### src/rtl/pc_fetch_ctrl.sv
// pc_fetch_ctrl: program-counter sequencer and instruction-fetch handshake.
//
// Owns the PC. Issues one instruction-memory read at a time. Hands fetched
// words to decode over a valid/ready pair. Applies branch redirects, which
// squash in-flight or held words, and parks in HALT on request.
//
// Ports:
//   clk, rst_n               clock, async active-low reset
//   fetch_req/fetch_addr     memory read request, address (always == pc)
//   fetch_ack/fetch_data     memory response
//   instr_valid/instr        held instruction for decode
//   instr_ready              decode consumes instr
//   branch_valid/_target     one-cycle PC redirect from execute
//   halt                     level request to stop fetching
//   pc_sel/pc_load           PC mux select / PC load strobe (combinational)
//   pc, halted               current PC, HALT indicator
//
// state | meaning
// BOOT  | one idle cycle after reset
// FETCH | read outstanding at pc, waiting for fetch_ack
// HOLD  | fetched word presented to decode, waiting for instr_ready
// HALT  | fetching stopped until halt drops

module pc_fetch_ctrl #(
   parameter int unsigned          WIDTH     = 16,
   parameter logic [WIDTH-1:0]     RESET_VEC = '0,
   parameter int unsigned          INC       = 1
) (
   input  logic             clk,
   input  logic             rst_n,
   output logic             fetch_req,
   output logic [WIDTH-1:0] fetch_addr,
   input  logic             fetch_ack,
   input  logic [WIDTH-1:0] fetch_data,
   output logic             instr_valid,
   output logic [WIDTH-1:0] instr,
   input  logic             instr_ready,
   input  logic             branch_valid,
   input  logic [WIDTH-1:0] branch_target,
   input  logic             halt,
   output logic             pc_sel,
   output logic             pc_load,
   output logic [WIDTH-1:0] pc,
   output logic             halted
);

   typedef enum logic [1:0] {
      S_BOOT  = 2'd0,
      S_FETCH = 2'd1,
      S_HOLD  = 2'd2,
      S_HALT  = 2'd3
   } state_t;

   localparam logic [WIDTH-1:0] INC_W = WIDTH'(INC);

   state_t           state_q, state_d;
   logic [WIDTH-1:0] pc_q, pc_d;
   logic [WIDTH-1:0] instr_q, instr_d;
   logic             instr_valid_q, instr_valid_d;
   logic             br_pend_q, br_pend_d;
   logic [WIDTH-1:0] br_tgt_q, br_tgt_d;
   logic [WIDTH-1:0] pc_target;
   state_t           exit_state;

   always_ff @(posedge clk or negedge rst_n) begin
      if (!rst_n) begin
         state_q       <= S_BOOT;
         pc_q          <= RESET_VEC;
         instr_q       <= '0;
         instr_valid_q <= 1'b0;
         br_pend_q     <= 1'b0;
         br_tgt_q      <= '0;
      end else begin
         state_q       <= state_d;
         pc_q          <= pc_d;
         instr_q       <= instr_d;
         instr_valid_q <= instr_valid_d;
         br_pend_q     <= br_pend_d;
         br_tgt_q      <= br_tgt_d;
      end
   end

   // A branch arriving on the ack cycle is newer than the pending one.
   assign pc_target  = (state_q == S_FETCH && !branch_valid && br_pend_q) ? br_tgt_q : branch_target;
   assign exit_state = halt ? S_HALT : S_FETCH;

   always_comb begin
      state_d       = state_q;
      instr_d       = instr_q;
      instr_valid_d = instr_valid_q;
      br_pend_d     = br_pend_q;
      br_tgt_d      = br_tgt_q;
      pc_load       = 1'b0;
      pc_sel        = 1'b0;

      case (state_q)
         S_BOOT: begin
            if (branch_valid) begin
               pc_load = 1'b1;
               pc_sel  = 1'b1;
            end
            state_d = exit_state;
         end
         S_FETCH: begin
            if (fetch_ack) begin
               br_pend_d = 1'b0;
               pc_load   = 1'b1;
               if (branch_valid || br_pend_q) begin
                  pc_sel  = 1'b1;
                  state_d = exit_state;
               end else begin
                  instr_d       = fetch_data;
                  instr_valid_d = 1'b1;
                  state_d       = S_HOLD;
               end
            end else if (branch_valid) begin
               br_pend_d = 1'b1;
               br_tgt_d  = branch_target;
            end
         end
         S_HOLD: begin
            if (branch_valid) begin
               instr_valid_d = 1'b0;
               pc_load       = 1'b1;
               pc_sel        = 1'b1;
               state_d       = exit_state;
            end else if (instr_ready) begin
               instr_valid_d = 1'b0;
               state_d       = exit_state;
            end
         end
         S_HALT: begin
            if (branch_valid) begin
               pc_load = 1'b1;
               pc_sel  = 1'b1;
            end
            if (!halt) begin
               state_d = S_FETCH;
            end
         end
         default: state_d = S_BOOT;
      endcase

      if (!pc_load) begin
         pc_d = pc_q;
      end else if (pc_sel) begin
         pc_d = pc_target;
      end else begin
         pc_d = pc_q + INC_W;
      end
   end

   assign fetch_req   = (state_q == S_FETCH);
   assign fetch_addr  = pc_q;
   assign pc          = pc_q;
   assign instr       = instr_q;
   assign instr_valid = instr_valid_q;
   assign halted      = (state_q == S_HALT);

endmodule

### config.mk
export PLATFORM = sky130hd
export DESIGN_NAME = pc_fetch_ctrl
export DESIGN_NICKNAME = d
export VERILOG_FILES = /design/src/rtl/pc_fetch_ctrl.sv
export SDC_FILE = /design/constraint.sdc
export NUM_CORES = 1
export LEC_CHECK = 0
export ABC_AREA = 1
export CAP_MARGIN = 20
export CORE_AREA = 2 2 84 86
export CTS_CLUSTER_SIZE = 14
export DETAILED_ROUTE_END_ITERATION = 10
export DIE_AREA = 0 0 86 88
export GPL_TIMING_DRIVEN = 1
export PLACE_DENSITY = 0.82
export SLEW_MARGIN = 20
export SYNTH_ARGS = -nofsm -noshare
export SYNTH_HDL_FRONTEND = slang
export SYNTH_SLANG_ARGS = --single-unit
### constraint.sdc
create_clock -name clk -period 3.9 [get_ports clk]
set_clock_uncertainty 0.1 [all_clocks]
set_input_delay 0.78 -clock clk [delete_from_list [all_inputs] [get_ports clk]]
set_output_delay 0.78 -clock clk [all_outputs]
set_load 0.01 [all_outputs]
After elaboration in Yosys (flattened, before gate mapping)

Index checks and enable logic that the tools add are counted.
Widths: inputs -> output; s select.

Input port bits: 38
Bits in latches: 0
ROM bits: 0
Memories kept: 0
Memory bits (writable): 0
Bits in registers: 52

Mux-type cells: 22
Reductions and logical operators: 13
Bitwise operators: 2
Eq/ne operators: 7
Order comparisons: 0
Add/subtract/negate cells: 1
Multipliers: 0
Shift operators: 0
Divide/modulo/power cells: 0

Operators with widths:

| operator              | number |
|---|---|
| $mux 16               | 2 |
| $add 16x1->16 const B | 1 |
| $mux 2                | 6 |
| $mux 1                | 10 |
| $reduce_and 3->1      | 3 |
| $pmux 2 s4            | 1 |
| $pmux 1 s2            | 3 |
| $eq 2x2->1 const B    | 2 |
| $ne 2x2->1 const B    | 2 |
| $reduce_and 4->1      | 1 |
| $reduce_bool 2->1     | 2 |
| $ne 3x3->1 const B    | 1 |
| $reduce_or 3->1       | 1 |
| $eq 2x1->1 const B    | 1 |
| $logic_and 1x1->1     | 2 |
| $logic_not 2->1       | 1 |
| $ne 2x1->1 const B    | 1 |
| $not 1->1             | 2 |
| $reduce_and 2->1      | 1 |
| $logic_not 1->1       | 1 |
| $logic_or 1x1->1      | 1 |

Logic depth before layout (Yosys ltp)

Depth after elaboration: 5
Depth in mapped cells: 9

Worst setup path after synthesis

OpenSTA, ideal clock, no wires.

Kind: input to output
Start point: input branch_valid
End point: output pc_load
Data required time: 3.020 ns
Data arrival time: 1.201 ns
Setup slack: 1.819 ns
Stages: 3
Cells stage by stage: inv_1 -> o21ai_2 -> buf_2

Cells in the longest elaborated chain, start to end: 2

RTL lines:

| element     | RTL line     | RTL |
|---|---|---|
| from (decl) | 38           | `input logic branch_valid,` |
| $mux 1      | 98, 122, 133 |  |
| $pmux 1 s2  | 96           | `case (state_q)` |
| to (decl)   | 42           | `output logic pc_load,` |

Every way passes these cells.

Worst setup path in the final report

Same ends and word-level chain as after synthesis.

==> results.txt <==
Status: complete, no violations
I/O Buffers: 90
Post-CTS setup buffer count: 0
Syn Inst Count: 358
Most used cell, CP: clkdlybuf4s50_1
Remaining Overflow, GRT: 0
Die width: 86 um
Post-layout nets: 470
Met3 Resource Use GR: 0.0707
Ant. Diodes: 0
Top post-synthesis cells by area: dfrtp_1, nand2_1, nor2_1
Tot GR Track Use: 0.195
# DRC: 0
Post-synth cell types: 31
Clock Path Buffers: 2
Delay of the slowest critical-path stage: 0.69 ns
Net count after synthesis: 397
GR Layer Usage met1: 0.229
Reg2reg end: br_tgt_q[5]
Core Rows: 30
Hold_sp: instr_valid
Cell Count, Final, Fillers Out: 512
Clock-pin slew on the worst setup and hold paths: 0.09 ns
Slew Limit Headroom: 0.461
Number of gates resized after cts: 0
Commonest cells after routing, fill and taps aside: nand2_1, clkdlybuf4s50_1, dfrtp_1
Fmax: 306 MHz
Hold buffers post-CTS: 0
FF-to-FF path depth: 3
Max-slew violation count: 0
Post-synth top area cell: dfrtp_1
Slowest CP cell: clkdlybuf4s50_1
Register area share after synthesis: 0.444
Initial drt markers: 161
GPL Wtd Cong: 0.799
Global routing met2 resource utilization: 0.340
Hold Crit Class: reg -> reg
Final Hold Fails: 0
Largest net degree at the start of global routing: 37
Worst R2R Start: state_q[1]
Htree depth: 2
Drt first pass iters: 4
Synth warnings: 0
IO Pins: 91
Die Ht: 88 um
GRT Max-Usage Layer: met2
Initial Utilization: 0.441
CP Cell Sequence: clkdlybuf4s50_1 -> inv_1 -> o21ai_2 -> clkdlybuf4s50_1
Mapped Area: 2930 um2
Setup Crit Path Kind: in -> out
Worst EP required: 3.02 ns
CP startpoint kind: input pin
Detailed placement HPWL: 5.10 mm
Vias in the first global route: 2,619
Clock share of power: 0.124
Reg power frac: 0.356
Total placed cells including tap cells: 504
Hold Path Depth: 2
Hold Path Sink: instr_valid
RSZ-0062 raised after global routing: false
EDFF count, synth: 0
Slew at the pin with the worst max-slew slack: 0.809 ns
FF-to-FF setup slack: 2.06 ns
Worst Setup End Kind: output pin
PD cells: 772 nW/um2
Initial antenna violation count: 0
Maxcap violations: 0
Global-route wire length before repair: 11.8 mm
DRT antenna net count: 0
Min Tclk post-route: 3.27 ns
Power Internal: 1.83 mW
Pleak: 1.86 nW
Master cell of the clock root buffer: clkbuf_8
Average wire per standard cell: 13.3 um
Period utilisation layout: 0.838
Async SR Flop Fraction: 1.00
Filler cells: 581
Most common cell after layout, fill and taps aside: nand2_1
Worst path bufs/invs: 3
CTS tree: yes
Via density: 5.06
Full die area: 7570 um2
Drt total wl: 6.79 mm
Sw frac: 0.387
Avg Cell Area, Syn: 8.18 um2
Combinational Power Share: 0.520
# setup viols final: 0
Proportion of layout cells with a drive suffix above 1: 0.102
Core Region: 6640 um2
Main synth FF type: dfrtp_1
Worst-skew pair later-pin latency: 0.30 ns
Setup TNS: 0 ns
Delay-heaviest family, CP: buffers and inverters
Layout area overhead: 32.0%
Net switching power: 1.15 mW
Max FO, Critical Path: 7
Pwr Total: 2.98 mW
#FFs+latches synth: 52
Area share of the largest cell type after synthesis: 0.444
Critical path arrival: 2.39 ns
Vias: 2,591
Worst vdd ir: 0.000386 V
Clock sinks: 52
CTS Buf Count: 5
[stage by stage]
stage | worst slack [ns] | area (um2) | utilization | hold WS, ns
2_1_floorplan | 1.82 | 2930 | - | 0.348
3_3_place_gp | 0.672 | 3750 | 0.565 | 0.360
3_5_place_dp | 0.635 | 3750 | 0.565 | 0.369
4_1_cts | 0.634 | 3860 | 0.582 | 0.392
5_1_grt | 0.562 | 3860 | 0.582 | 0.417
6_report | 0.633 | 3860 | 0.582 | 0.391
[routing by layer]
metal	vias up	part of all wire
met3	13	0.096
met2	98	0.47
met1	1209	0.42
met5	-	0
li1	1271	-
met4	0	0.014
[worst min-delay path, delay by kind of cell, from the launching register on]
kind	cells	cell delay [ns]
and+or+nand+nor	2	0.11
DFF	1	0.36
[synthesized netlist by cell type, types with 2 or more instances]
cell / n
a21oi_1: 14
buf_2: 5
buf_4: 18
buf_6: 3
clkbuf_1: 2
dfrtp_1: 52
inv_1: 36
inv_2: 3
mux2_2: 9
mux2_4: 8
nand2_1: 92
nand2_2: 2
nand3_1: 14
nand3b_1: 2
nand4_1: 4
nor2_1: 44
nor2_2: 2
o211ai_1: 8
o21ai_0: 21
o21ai_1: 2
o21ai_2: 2
o21bai_1: 6
[registers in the layout, summed over array words and instances (netlist names)]
name,cells
instr_valid,1
fetch_addr,16
br_tgt_q,16
state_q,2
br_pend_q,1
instr,16
[power groups by stage]
| stage | Sequential (mW) | Clock, mW | Combinational [mW] |
|---|---|---|---|
| 2_1_floorplan | 1.10 | 0 | 0.874 |
| 3_3_place_gp | 1.06 | 0 | 1.52 |
| 3_5_place_dp | 1.07 | 0 | 1.56 |
| 4_1_cts | 1.07 | 0.382 | 1.57 |
| 5_1_grt | 1.11 | 0.412 | 1.71 |
| 6_report | 1.06 | 0.369 | 1.55 |
[how the worst max path moves through the flow]
stage / from / end / slack [ns] / cells past startpoint
5_1_grt: branch_valid / pc_sel / 0.56 / 4
3_5_place_dp: branch_valid / pc_sel / 0.64 / 4
6_report: branch_valid / pc_load / 0.63 / 4
4_1_cts: branch_valid / pc_sel / 0.63 / 4
3_3_place_gp: fetch_ack / pc_sel / 0.67 / 6
2_1_floorplan: branch_valid / pc_load / 1.82 / 3
[logic make-up (layout without fill, tap and decap cells)]
logic type                 count (synthesis)  after routing  share of synthesized area
and+or+nand+nor                          165            165                      0.243
muxes                                     18             18                     0.0795
AOI/OAI and AO/OA                         55             55                      0.110
buffers and inverters                     67            141                      0.119
DFF                                       52             52                      0.444
adders and majority gates                  1              1                    0.00427
[cell type report]
type	count	area, um2	area share
Timing Repair Buffer	94	926	0.240
Inverter	39	146	0.0379
Tap cell	80	100	0.0259
Clock buffer	5	68.8	0.0178
Sequential cell	52	1300	0.337
Clock inverter	3	42.5	0.0110
Multi-Input combinational cell	239	1280	0.331
Note: power is estimated with default switching activity, not from simulation.
